**src/rtl/fetch_queue_if.sv**
```systemverilog
// -----------------------------------------------------------------------------
// fetch_queue_if
// Bundles the fetch-side inputs and the decode/PC-side outputs of fetch_queue.
//   PCResult       [31:0]  current PC from the program counter register
//   Instruction    [31:0]  instruction memory read data for PCResult
//   Flush                  taken branch/jump resolved in decode
//   ID_Stall               decode hazard stall; head entry must not be consumed
//   PC_Write               PC load enable (combinational)
//   ID_Valid               head entry valid
//   ID_Instruction [31:0]  head instruction, 0 when empty
//   ID_PCPlus4     [31:0]  head PC+4, 0 when empty
//   Count          [CW-1:0] occupancy, 0..DEPTH
// master: the queue itself.  slave: the surrounding datapath / testbench.
// -----------------------------------------------------------------------------
interface fetch_queue_if #(
   parameter int DEPTH = 4,
   parameter int CW    = $clog2(DEPTH) + 1
);
   logic [31:0]   PCResult;
   logic [31:0]   Instruction;
   logic          Flush;
   logic          ID_Stall;
   logic          PC_Write;
   logic          ID_Valid;
   logic [31:0]   ID_Instruction;
   logic [31:0]   ID_PCPlus4;
   logic [CW-1:0] Count;

   modport master (
      input  PCResult, Instruction, Flush, ID_Stall,
      output PC_Write, ID_Valid, ID_Instruction, ID_PCPlus4, Count
   );

   modport slave (
      output PCResult, Instruction, Flush, ID_Stall,
      input  PC_Write, ID_Valid, ID_Instruction, ID_PCPlus4, Count
   );
endinterface

```
**src/rtl/fetch_queue.sv**
```systemverilog
// -----------------------------------------------------------------------------
// fetch_queue
// Circular-buffer instruction fetch queue between the PC / instruction memory
// and decode. Each accepted cycle captures {Instruction, PCResult+4}; entries
// are shown to decode in order (show-ahead). PC_Write advances the PC whenever
// an entry is accepted, and also on Flush so the PC loads the redirect target.
// Ports:
//   Clk    rising-edge clock
//   Reset  synchronous, active-high; clears pointers, count and storage
//   bus    fetch_queue_if.master (see interface header for signal list)
// -----------------------------------------------------------------------------
module fetch_queue #(
   parameter int DEPTH = 4,
   parameter int CW    = $clog2(DEPTH) + 1
) (
   input  logic          Clk,
   input  logic          Reset,
   fetch_queue_if.master bus
);
   localparam int AW = $clog2(DEPTH);

   logic [31:0]   instr_q [DEPTH];
   logic [31:0]   pc4_q   [DEPTH];
   logic [AW-1:0] rd_q, rd_d;
   logic [AW-1:0] wr_q, wr_d;
   logic [CW-1:0] count_q, count_d;

   logic          valid;
   logic          pop;
   logic          push;
   logic [31:0]   pc_plus4;

   assign valid    = (count_q != '0);
   assign pop      = valid & ~bus.ID_Stall & ~bus.Flush;
   // When full, a slot is only available if the head leaves this same cycle.
   assign push     = ~Reset & ~bus.Flush & ((count_q < CW'(DEPTH)) | pop);
   assign pc_plus4 = bus.PCResult + 32'd4;

   assign bus.PC_Write       = push | (bus.Flush & ~Reset);
   assign bus.ID_Valid       = valid;
   assign bus.ID_Instruction = valid ? instr_q[rd_q] : '0;
   assign bus.ID_PCPlus4     = valid ? pc4_q[rd_q]   : '0;
   assign bus.Count          = count_q;

   always_comb begin
      rd_d    = rd_q;
      wr_d    = wr_q;
      count_d = count_q;
      if (bus.Flush) begin
         rd_d    = '0;
         wr_d    = '0;
         count_d = '0;
      end else begin
         if (pop)  rd_d = rd_q + AW'(1);
         if (push) wr_d = wr_q + AW'(1);
         if (push && !pop)      count_d = count_q + CW'(1);
         else if (pop && !push) count_d = count_q - CW'(1);
      end
   end

   always_ff @(posedge Clk) begin
      if (Reset) begin
         rd_q    <= '0;
         wr_q    <= '0;
         count_q <= '0;
         for (int unsigned i = 0; i < DEPTH; i++) begin
            instr_q[i] <= '0;
            pc4_q[i]   <= '0;
         end
      end else begin
         rd_q    <= rd_d;
         wr_q    <= wr_d;
         count_q <= count_d;
         if (push) begin
            instr_q[wr_q] <= bus.Instruction;
            pc4_q[wr_q]   <= pc_plus4;
         end
      end
   end
endmodule

```
**src/flat_wrapper.sv**
```systemverilog
// flat-port wrapper written by rule: the top's interface ports become plain ports
module fetch_queue_flat 
#(
   parameter int DEPTH = 4,
   parameter int CW    = $clog2(DEPTH) + 1
)
  (Clk, Reset, bus_PCResult, bus_Instruction, bus_Flush, bus_ID_Stall, bus_PC_Write, bus_ID_Valid, bus_ID_Instruction, bus_ID_PCPlus4, bus_Count);
  fetch_queue_if #(.DEPTH(DEPTH), .CW(CW)) bus_i ();
  input  logic Clk;
  input  logic Reset;
  input wire logic [$bits(bus_i.PCResult)-1:0] bus_PCResult;
  input wire logic [$bits(bus_i.Instruction)-1:0] bus_Instruction;
  input wire logic [$bits(bus_i.Flush)-1:0] bus_Flush;
  input wire logic [$bits(bus_i.ID_Stall)-1:0] bus_ID_Stall;
  output wire logic [$bits(bus_i.PC_Write)-1:0] bus_PC_Write;
  output wire logic [$bits(bus_i.ID_Valid)-1:0] bus_ID_Valid;
  output wire logic [$bits(bus_i.ID_Instruction)-1:0] bus_ID_Instruction;
  output wire logic [$bits(bus_i.ID_PCPlus4)-1:0] bus_ID_PCPlus4;
  output wire logic [$bits(bus_i.Count)-1:0] bus_Count;
  assign bus_i.PCResult = bus_PCResult;
  assign bus_i.Instruction = bus_Instruction;
  assign bus_i.Flush = bus_Flush;
  assign bus_i.ID_Stall = bus_ID_Stall;
  assign bus_PC_Write = bus_i.PC_Write;
  assign bus_ID_Valid = bus_i.ID_Valid;
  assign bus_ID_Instruction = bus_i.ID_Instruction;
  assign bus_ID_PCPlus4 = bus_i.ID_PCPlus4;
  assign bus_Count = bus_i.Count;
  fetch_queue #(.DEPTH(DEPTH), .CW(CW)) u_core (.Clk(Clk), .Reset(Reset), .bus(bus_i));
endmodule
```
**config.mk**
```make
export PLATFORM = sky130hd
export DESIGN_NAME = fetch_queue_flat
export DESIGN_NICKNAME = d
export VERILOG_FILES = /design/src/rtl/fetch_queue_if.sv /design/src/rtl/fetch_queue.sv /design/src/flat_wrapper.sv
export SDC_FILE = /design/constraint.sdc
export NUM_CORES = 1
export LEC_CHECK = 0
export ABC_AREA = 1
export CAP_MARGIN = 15
export CORE_UTILIZATION = 50
export CTS_BUF_LIST = sky130_fd_sc_hd__clkbuf_4 sky130_fd_sc_hd__clkbuf_8 sky130_fd_sc_hd__clkbuf_16
export CTS_CLUSTER_DIAMETER = 100
export DETAILED_ROUTE_END_ITERATION = 10
export PLACE_DENSITY = 0.77
export SYNTH_ARGS = -nofsm -noshare
export SYNTH_HDL_FRONTEND = slang
export SYNTH_SLANG_ARGS = --single-unit
```
**constraint.sdc**
```tcl
create_clock -name Clk -period 6.96 [get_ports Clk]
set_clock_uncertainty 0.1 [all_clocks]
set_input_delay 2.088 -clock Clk [delete_from_list [all_inputs] [get_ports Clk]]
set_output_delay 2.088 -clock Clk [all_outputs]
set_load 0.01 [all_outputs]
```
==> results.tsv, run 1 <==
stage	metric	value	unit
outcome	outcome	completed	
sta	rsz0062_at_grt	no	
sta	fin_setup_tns	0	ns
synthesis	netlist_area	12460	sq um
route	firstDrtPassIters	8	
clock_network	cts_sinks	265	
synthesis	synth_cell_types	28	
floorplanning	core	24390	sq um
critical_path	worstPathArrival	3.54	ns
synthesis	yosys.area_share.simple	19.86	%
synthesis	yosysMostFrequentCell	nor2_1	
hold_path	hp-class	reg -> reg	
pwr	p_leak	5.534	nW
finish	antenna_cells	0	
grt	grt_max_degree	79	
synthesis	synthAdderAreaFrac	0.3615	%
route	postRouteAntennaNets	0	
sta	max_freq	174.4	MHz
finish	stdcell_count	1764	
clock_network	cts_made_buffers	27	
sta	min_period	5.733	ns
sta	setup_viol	0	
sta	finalMaxSlewViolations	0	
clock_network	cts_resized	0	
clock_network	path_clk_slew	0.06	ns
pwr	p_per_area	244.2	nW/um^2
finish	fillers	2047	
synthesis	seq_area_frac_synth	63.15	%
synthesis	ys.flop_type	edfxtp_1	
finish	drive_above_1_share	5.278	%
synthesis	yosys-top-cells-count	nor2_1, edfxtp_1, o21ai_0	
route	drt-initial-drc-count	931	
synthesis	synth.largest_area_cell	edfxtp_1	
sta	tightest_slew	1.057	ns
route	wire_per_inst	17.84	um
placement	gp_congestion	0.9213	
synthesis	synthXorXnorAreaFrac	0.8435	%
floorplanning	io_pins	137	
critical_path	setup.worst_path.end_class	output port	
synthesis	yosysWarnings	0	
synthesis	synth_compound_area_share	10.20	%
clock_network	tritoncts	yes	
route	detail_route.vias_per_cell	5.446	
floorplanning	die_y	159.9	um
critical_path	required	4.77	ns
floorplanning	initial_core_util	51.08	%
finish	multi_input_area	3938	sq um
synthesis	avgSynthCellArea	9.446	sq um
finish	nets	1491	
synthesis	synth_top_family_by_area	simple AND/OR/NAND/NOR gates	
placement	place_hpwl	17280	um
job	maxCapViolCount	0	
floorplanning	die_w	159.9	um
clock_network	htree_levels	1	
clock_network	insertion_delay	0.53	ns
synthesis	synth_mux_area_share	0	%
route	num_vias	9606	
synthesis	postSynthCellCount	1319	
route	drc	0	
finish	area_growth	18.59	%
synthesis	synth-edff-count	256	
placement	io_buffers	136	
placement	dp_slack	1.228	ns
clock_network	cts_hold_buf	0	
placement	place_inst	1715	
sta	hold_viol_final	0	
critical_path	path_class	in -> out	
clock_network	clockBufferDepth	3	
finish	seqCellArea	7873	sq um
floorplanning	rows	57	
clock_network	postCtsSetupBuffers	0	
synthesis	ys_ff_latch	265	
route	wl	31470	um
sta	period_share	82.37	%
finish	finalCoreUtilization	60.58	%
critical_path	regToRegSetupSlack	3.73	ns
pwr	power	3.608	mW
pwr	vdd_drop_max	176.4	uV
grt	grt_overflow_total	0	
critical_path	cp-start-kind	input port	
grt	grt_pass1_vias	9389	
sta	timing.final.ws_setup	1.227	ns
floorplanning	die_area	25550	sq um
critical_path	path_max_fanout	8	
grt	grtUsageTotal	24.36	%
clock_network	root_buffer	clkbuf_16	
synthesis	synthArstFlopShare	0	%
sta	relSlewSlack	29.53	%
grt	antenna_found_initial	0	
synthesis	synth_top_cells_by_area	edfxtp_1, nor2_1, o21ai_0	
grt	grt_pass1_wl	48960	um
synthesis	postSynthNetCount	1390	
synthesis	synth.top_cell.area_share	61.70	%
## registers in the layout (all words and copies together) (netlist names), named ones only
signal,count
u_core.instr_q,128
u_core.pc4_q,128
u_core.bus.Count,3
u_core.rd_q,2
u_core.wr_q,2
## layout make-up
cell class,count,share of cell area (%)
clock inverters,12,0.4149
well taps,324,2.744
flip-flops and latches,265,53.28
multi-input cells,906,26.65
repair buffers,148,9.823
clock buffers,37,5.250
inverters,72,1.838
## per-layer routing
metal	vias up	routed length, um	global-route usage [%]
met5	-	0	0
met4	0	835	7.792
met3	63	2262	2.701
met2	395	15900	44.01
met1	4563	12480	30.58
li1	4585	-	-
## kinds of logic after synthesis
group | after synthesis
adders and majority gates | 3
buffers and inverters | 148
DFF | 265
xor gates and xnor gates | 12
and+or+nand+nor | 638
AOI/OAI and AO/OA | 253
## worst paths after layout
kind	from	endpoint	cells past startpoint
worst max-delay path	bus_Flush	bus_PC_Write	5
worst min-delay path	u_core.rd_q[1]	register	2
worst max register to register	u_core.bus.Count[2]	u_core.bus.Count[1]	12
worst min register to register	u_core.rd_q[1]	register	2
## placed cells by master (no fill, tap or decap), types with 4 or more instances in the layout
| cell | n |
|---|---|
| nand2_1 | 92 |
| dfxtp_1 | 7 |
| clkbuf_16 | 27 |
| nand2_2 | 5 |
| nand2_4 | 4 |
| clkbuf_4 | 6 |
| xor2_1 | 5 |
| xnor2_1 | 7 |
| nand3b_1 | 8 |
| nand3_1 | 10 |
| clkinv_2 | 4 |
| edfxtp_1 | 256 |
| clkdlybuf4s50_1 | 136 |
| buf_4 | 12 |
| clkinv_1 | 6 |
| o21ai_0 | 136 |
| nor2_1 | 511 |
| clkbuf_8 | 4 |
| a21oi_1 | 113 |
| inv_1 | 69 |
| nor2_2 | 5 |
## metrics by stage
stage | hold WS, ns | instance area [sq um]
2_1_floorplan | 0.3356 | 12460
4_1_cts | 0.3685 | 14780
5_1_grt | 0.4127 | 14780
6_report | 0.3688 | 14780
3_3_place_gp | 0.3533 | 13940
3_5_place_dp | 0.3575 | 13940
## power by group
part / total, mW / switching (mW) / internal (mW) / leakage (nW)
clock network: 1.37 / 0.591 / 0.778 / 0.424
registers: 1.87 / 0.0276 / 1.85 / 2.69
logic: 0.365 / 0.230 / 0.135 / 2.42
## critical path, cell delays in order
cell and delay (ns):
clkdlybuf4s50_1 0.44, nor2_2 0.31, nand2_4 0.08, o21ai_0 0.08, clkdlybuf4s50_1 0.55
Power figures use the tool's default switching activity.
==> inputs of run 2 (changes only) <==
==> constraint.sdc (replaced) <==
create_clock -name Clk -period 5.8 [get_ports Clk]
set_clock_uncertainty 0.1 [all_clocks]
set_input_delay 1.74 -clock Clk [delete_from_list [all_inputs] [get_ports Clk]]
set_output_delay 1.74 -clock Clk [all_outputs]
set_load 0.01 [all_outputs]
==> results.tsv, run 2 (synthesis results as in run 1) <==
stage	metric	value	unit
route	detail_route.vias_per_cell	5.458	
clock_network	cts_sinks	265	
finish	stdcell_count	1769	
clock_network	cts_hold_buf	0	
clock_network	cts_made_buffers	27	
finish	nets	1499	
hold_path	min_from	u_core.rd_q[1]	
sta	hold_viol_final	0	
finish	drive_above_1_share	5.882	%
finish	antenna_cells	0	
clock_network	root_buffer	clkbuf_16	
floorplanning	die_y	159.9	um
placement	placed_cell_area	14050	sq um
sta	timing.final.ws_setup	0.7536	ns
sta	relSlewSlack	25.01	%
grt	grt_pass1_wl	49690	um
grt	grtUsageTotal	24.63	%
floorplanning	die_area	25550	sq um
clock_network	path_clk_slew	0.06	ns
sta	period_share	87.01	%
critical_path	r2r-start	u_core.bus.Count[2]	
pwr	p_leak	5.612	nW
sta	rsz0062_at_grt	no	
clock_network	insertion_delay	0.53	ns
pwr	p_int	3.467	mW
hold_path	hp-class	reg -> reg	
finish	mostFrequentLayoutCells	nor2_1, edfxtp_1, o21ai_0, clkdlybuf4s50_1, a21oi_1	
pwr	p_clk_share	40.0	%
pwr	p_seq_share	49.9	%
grt	antenna_found_initial	0	
placement	gp_congestion	0.9499	
sta	finalMaxSlewViolations	0	
route	wl	31380	um
floorplanning	die_w	159.9	um
sta	tightest_slew	1.123	ns
outcome	outcome	completed	
placement	io_buffers	136	
pwr	p_per_area	300.4	nW/um^2
floorplanning	io_pins	137	
floorplanning	rows	57	
sta	fin_setup_tns	0	ns
job	maxCapViolCount	0	
placement	dp_slack	0.7628	ns
clock_network	htree_levels	1	
clock_network	clockBufferDepth	3	
placement	place_hpwl	18040	um
finish	final_area	14960	sq um
clock_network	tritoncts	yes	
pwr	swShare	22.87	%
route	wire_per_inst	17.74	um
placement	place_inst	1723	
route	postRouteAntennaNets	0	
critical_path	regToRegSetupSlack	2.85	ns
grt	grt_pass1_vias	9510	
critical_path	setup.worst_path.end_class	output port	
sta	setup_viol	0	
critical_path	cp-start-kind	input port	
clock_network	cts_resized	0	
critical_path	worstPathArrival	3.21	ns
grt	grt_overflow_total	0	
pwr	vdd_drop_max	191.1	uV
hold_path	whs_path_depth	2	
critical_path	reg2reg_depth	10	
sta	hold_ws	0.3609	ns
grt	grt_max_degree	89	
pwr	switching_power	1.028	mW
sta	max_freq	198.2	MHz
finish	area_growth	20.10	%
floorplanning	initial_core_util	51.08	%
clock_network	postCtsSetupBuffers	0	
critical_path	path_class	in -> out	
critical_path	path_max_fanout	8	
finish	final_common_cell	nor2_1	
critical_path	reg2reg_to	u_core.pc4_q[1][17]	
route	firstDrtPassIters	5	
floorplanning	core	24390	sq um
route	drt-initial-drc-count	971	
pwr	pwr-share-comb	10.1	%
route	num_vias	9656	
sta	min_period	5.046	ns
route	drc	0	
critical_path	required	3.96	ns
==> run 2: cell types whose count changed in the layout (fill, tap and decap cells not counted) <==
cell        delta
buf_4          +3
clkinvlp_4     +3
buf_12         +5
nand2_2        +2
clkbuf_4       -4
clkinv_1       -4
clkbuf_8       -4
inv_4          -1
clkinv_4       +1
inv_6          -1
clkinv_2       +2
nand2_4        -2
bufinv_16      +5
==> run 2: area by class of cell <==
| class | count | area [sq um] |
|---|---|---|
| fillers | 2046 | 9427 |
| inverters | 72 | 271.5 |
| repair buffers | 156 | 1574 |
| multi-input cells | 906 | 3928 |
| clock inverters | 17 | 222.7 |
| flip-flops and latches | 265 | 7873 |
| well taps | 324 | 405.4 |
| clock buffers | 29 | 690.7 |
==> run 2: critical path: stages <==
cell	delay, ns
clkdlybuf4s50_1	0.44
nor2_2	0.33
nand2_4	0.07
o21ai_0	0.07
clkdlybuf4s50_1	0.55
==> run 2: worst max-delay path by stage <==
stage	start	end
finish	bus_Flush	bus_PC_Write
CTS	bus_Flush	bus_PC_Write
global placement	bus_Flush	bus_PC_Write
floorplan	bus_Flush	u_core.instr_q[3][0]
detailed placement	bus_Flush	bus_PC_Write
global route	Reset	bus_PC_Write
==> run 2: power groups by stage <==
stage	logic (mW)	registers (mW)	clock network, mW
3_5_place_dp	0.453	2.28	0
6_report	0.454	2.24	1.80
4_1_cts	0.457	2.24	1.81
3_3_place_gp	0.444	2.28	0
5_1_grt	0.500	2.25	1.89
2_1_floorplan	0.240	2.28	0
==> run 2: layer usage <==
metal	wire (um)	up-vias	GRT usage [%]
met5	0	-	0
met4	934	0	8.701
met3	2256	70	2.831
met2	15380	387	43.29
met1	12810	4601	31.61
li1	-	4598	-
==> run 2: stage by stage <==
step           power (mW)  util, %
3_5_place_dp        2.737    57.61
3_3_place_gp        2.724    57.61
2_1_floorplan       2.519        -
6_report            4.495    61.35
4_1_cts             4.514    61.35
5_1_grt             4.640    61.35
==> inputs of run 3 (changes only) <==
--- a/config.mk
+++ b/config.mk
@@ -12,6 +12,7 @@
 export CTS_CLUSTER_DIAMETER = 100
 export DETAILED_ROUTE_END_ITERATION = 10
 export PLACE_DENSITY = 0.77
+export SLEW_MARGIN = 20
 export SYNTH_ARGS = -nofsm -noshare
 export SYNTH_HDL_FRONTEND = slang
 export SYNTH_SLANG_ARGS = --single-unit
==> results of run 3 <==
The final DEF is identical to that of run 2; final timing and power are the same.
